<file path="config.mk">
export PLATFORM = sky130hd
export DESIGN_NAME = bcd_stopwatch_ctrl
export DESIGN_NICKNAME = d
export VERILOG_FILES = /design/src/rtl/bcd_stopwatch_ctrl.sv
export SDC_FILE = /design/constraint.sdc
export NUM_CORES = 1
export LEC_CHECK = 0
export ABC_CLOCK_PERIOD_IN_PS = 2790
export BUFFER_PORTS_ARGS = -buffer_cell sky130_fd_sc_hd__buf_2
export CORE_UTILIZATION = 45
export CTS_BUF_LIST = sky130_fd_sc_hd__clkbuf_2 sky130_fd_sc_hd__clkbuf_4 sky130_fd_sc_hd__clkbuf_8
export DETAILED_ROUTE_END_ITERATION = 6
export REMOVE_ABC_BUFFERS = 1
export SETUP_SLACK_MARGIN = 0.15
export SYNTH_ARGS = -nofsm -noshare
export SYNTH_HDL_FRONTEND = slang
export SYNTH_SLANG_ARGS = --single-unit
export TNS_END_PERCENT = 5
</file>
<file path="constraint.sdc">
create_clock -name clk -period 2.79 [get_ports clk]
set_input_delay 0.1395 -clock clk [delete_from_list [all_inputs] [get_ports clk]]
set_output_delay 0.1395 -clock clk [all_outputs]
set_load 0.02 [all_outputs]
</file>
<file path="src/rtl/bcd_stopwatch_ctrl.sv">
// Four-digit BCD stopwatch controller: IDLE/RUN/PAUSE FSM, prescaled tick,
// ripple-carry BCD count with sticky overflow, and a toggling lap freeze.
module bcd_stopwatch_ctrl #(
  parameter int TICK_DIV = 10
) (
  input  logic        clk,
  input  logic        reset,
  input  logic        start,
  input  logic        stop,
  input  logic        clear,
  input  logic        lap,
  output logic [15:0] digits,
  output logic        running,
  output logic        ovf,
  output logic        lap_valid
);

  typedef enum logic [1:0] {IDLE, RUN, PAUSE} state_t;

  localparam logic [15:0] PRESC_LAST = 16'(TICK_DIV - 1);

  state_t      state, state_nx;
  logic [15:0] presc, presc_nx;
  logic [15:0] count, count_nx;
  logic [15:0] lap_reg, lap_nx;
  logic        ovf_nx, lap_valid_nx;
  logic        tick, carry;

  // Returns {carry_out, incremented value}; carry_out is set only on 9999 -> 0000.
  function automatic logic [16:0] bcd_inc(input logic [15:0] v);
    logic [15:0] r;
    logic        c;
    r = v;
    c = 1'b1;
    for (int i = 0; i < 4; i++) begin
      if (c) begin
        if (r[4*i +: 4] == 4'd9) begin
          r[4*i +: 4] = 4'd0;
        end else begin
          r[4*i +: 4] = r[4*i +: 4] + 4'd1;
          c = 1'b0;
        end
      end
    end
    return {c, r};
  endfunction

  always_comb begin
    // NOTE: every variable gets a default first so no path leaves it unassigned (no latch).
    state_nx     = state;
    presc_nx     = presc;
    count_nx     = count;
    lap_nx       = lap_reg;
    ovf_nx       = ovf;
    lap_valid_nx = lap_valid;
    carry        = 1'b0;
    tick         = (state == RUN) && (presc == PRESC_LAST);

    if (state == RUN) begin
      presc_nx = tick ? 16'd0 : presc + 16'd1;
    end
    if (tick) begin
      {carry, count_nx} = bcd_inc(count);
      if (carry) ovf_nx = 1'b1;
    end

    if (clear) begin
      state_nx = IDLE;
    end else if (stop && state == RUN) begin
      state_nx = PAUSE;
    end else if (start && state != RUN) begin
      state_nx = RUN;
    end

    // The lap snapshot includes any increment landing on the same edge.
    if (lap) begin
      if (lap_valid) begin
        lap_valid_nx = 1'b0;
      end else if (state == RUN) begin
        lap_nx       = count_nx;
        lap_valid_nx = 1'b1;
      end
    end

    if (clear) begin
      presc_nx     = 16'd0;
      count_nx     = 16'd0;
      lap_nx       = 16'd0;
      ovf_nx       = 1'b0;
      lap_valid_nx = 1'b0;
    end
  end

  // Outputs are registered from the next-state values so they track the state exactly.
  always_ff @(posedge clk or negedge reset) begin
    if (!reset) begin
      state     <= IDLE;
      presc     <= 16'd0;
      count     <= 16'd0;
      lap_reg   <= 16'd0;
      ovf       <= 1'b0;
      lap_valid <= 1'b0;
      digits    <= 16'd0;
      running   <= 1'b0;
    end else begin
      // NOTE: non-blocking so every register samples pre-edge values.
      state     <= state_nx;
      presc     <= presc_nx;
      count     <= count_nx;
      lap_reg   <= lap_nx;
      ovf       <= ovf_nx;
      lap_valid <= lap_valid_nx;
      digits    <= lap_valid_nx ? lap_nx : count_nx;
      running   <= (state_nx == RUN);
    end
  end

endmodule

</file>
==> results.cfg <==
[pwr]
power.leakage_nw = 1.71
p_total_w = 0.00221
powerDensity_nw_per_um2 = 558
irDropWorstVdd_uv = 217

[global_routing]
track_usage_pct = 20.9
antenna_found_initial = 0
grt_pass1_wl_um = 13700
grt_pass1_vias = 2744
overflow = 0
grt_max_degree = 41

[setup_path]
worstPathRequired_ns = 3.03
start_kind = flop
path_class = reg -> reg
endpoint_kind = flop
crit_fanout = 33
cp_data_arrival_time_ns = 2.47
r2r_slack_ns = 0.56

[routing]
drc_errors = 0
drt_iter0_drc = 203
vias = 2803
avgViaCountPerCell = 5.93
drt-total-wl_um = 7730
drtPass1Iterations = 4
wl_per_cell_um = 16.3
ant_nets = 0

[clock_network]
cts_tree = built
cts_max_level = 3
clockBufferDepth = 2
insertion_delay_ns = 0.34
cts-root-buf = clkbuf_8
clock_sinks = 69
cts_made_buffers = 9
cts_setup_buffers = 0
cts.clk_slew.worst_paths_ns = 0.08

[sta]
rsz0062_at_grt = no
whs_ns = 0.0655
worst_pin_slew_ns = 0.771
setup_viol = 0
timing.fmax_mhz = 449
min_period_over_period_pct = 79.9
slew_headroom_pct = 48.6
fin_skew_ns = 0.00405
drv_slew = 0
period_needed_ns = 2.23
finalHoldViolations = 0

[cells_and_area]
nFillCells = 684
layout_commonest_cell = dfrtp_1
nets = 385
antenna_cells = 0
fin_area_um2 = 3960
area_delta_synth_final_pct = 13.8
drive_gt1_share_pct = 15.5
mostFrequentLayoutCells = dfrtp_1, nor2_1, a311oi_1

[floorplanning]
core_um2 = 7370
die_w_um = 89.9
io_pins = 25
die_h_um = 89.9
start_util_pct = 47.2
dieArea_um2 = 8090
num_rows = 31

[synthesis]
ys.flop_type = dfrtp_1
async_reset_ff_share_pct = 100
synthTopCellsByArea = dfrtp_1, a311oi_1, nor2_1, ha_1, a21oi_1
synthesis.area_um2 = 3480
syn_inst = 349
synth-edff-count = 0
synth_largest_area_cell = dfrtp_1
synth_seq_cells = 69
yosysSeqAreaShare_pct = 49.6
avgSynthCellArea_um2 = 9.97
yosysTopAreaCellShare_pct = 49.6
synth.distinct_cells = 42
yosysWarningCount = 0

[min_path]
worstHoldPathType = in -> reg

[flow_run]
cap_violations = 0

[placed_design]
io_buffers = 24
gp_congestion = 0.794
post_dp_cell_area_um2 = 3690
place_hpwl_um = 5120

[run_status]
outcome = finished, final reports clean
per-stage QoR:
stage                     util (%)  instances  setup WS, ns  setup TNS [ns]
after global placement        50.1        456         0.652               0
final                         53.7        473         0.561               0
after floorplan                  -        324        -0.186           -1.80
after detailed placement      50.1        456         0.542               0
after CTS                     53.7        473         0.539               0
after global routing          53.7        473         0.373               0
cells by family after synthesis:
group                      share of synthesized area [%]
AOI/OAI and AO/OA                                   19.0
xor gates and xnor gates                            1.51
adders and majority gates                           3.60
buffers and inverters                               3.96
DFF                                                 49.6
muxes                                               1.15
and+or+nand+nor                                     21.2
cell type report:
class | count | area, µm² | share of cell area, %
Clock buffer | 11 | 151 | 3.82
Clock inverter | 5 | 106 | 2.69
Inverter | 9 | 33.8 | 0.853
Multi-Input combinational cell | 246 | 1620 | 40.9
Sequential cell | 69 | 1730 | 43.6
Tap cell | 99 | 124 | 3.13
Timing Repair Buffer | 34 | 198 | 4.99
Yosys cell counts, types with 5 or more instances:
master     n
inv_1      9
o21ai_0   15
nand3b_1   8
xor2_1     6
nand2_1   13
a31oi_1    6
ha_1      10
dfrtp_1   69
a21oi_1   23
nand3_1   11
nand4_1    7
or4_1      5
a311oi_1  32
o31ai_1    8
clkbuf_1  21
nor2_1    49
critical path, cell delays in order (launching register included):
cell,delay [ns]
dfrtp_1,0.42
inv_1,0.07
ha_1,0.14
nor4b_2,0.24
nand4_2,0.10
buf_4,0.26
or4_1,0.59
a311oi_1,0.29
layer usage:
metal  up-vias  GRT usage, %  wire, µm
met3        10          2.88       286
met2        65          32.0      3450
li1       1360             -         -
met5         -             0         0
met4         0          8.60       127
met1      1368          30.1      3860
final timing paths:
path | start | end | depth (start not counted)
setup / recovery | presc[1] | digits[5] | 7
hold reg to reg | presc[15] | presc[15] | 1
hold / removal | stop | state[1] | 3
setup reg to reg | presc[1] | digits[5] | 7
max in group asynchronous | reset | count[4] | 3
min in group asynchronous | reset | digits[2] | 2
report_power, final:
| group | total [W] | switching [W] | internal [W] |
|---|---|---|---|
| Sequential | 0.00104 | 0.0000137 | 0.00102 |
| Clock | 0.00104 | 0.000393 | 0.000644 |
| Combinational | 0.000134 | 0.0000942 | 0.0000402 |
| Total | 0.00221 | 0.000501 | 0.00171 |
what timing repair did:
item / CTS / global route
endpoints found under the hold margin: 32 / 0
hold buffers: 1 / 0
gates resized for setup: 0 / 0
Note: power is estimated with default switching activity, not from simulation.
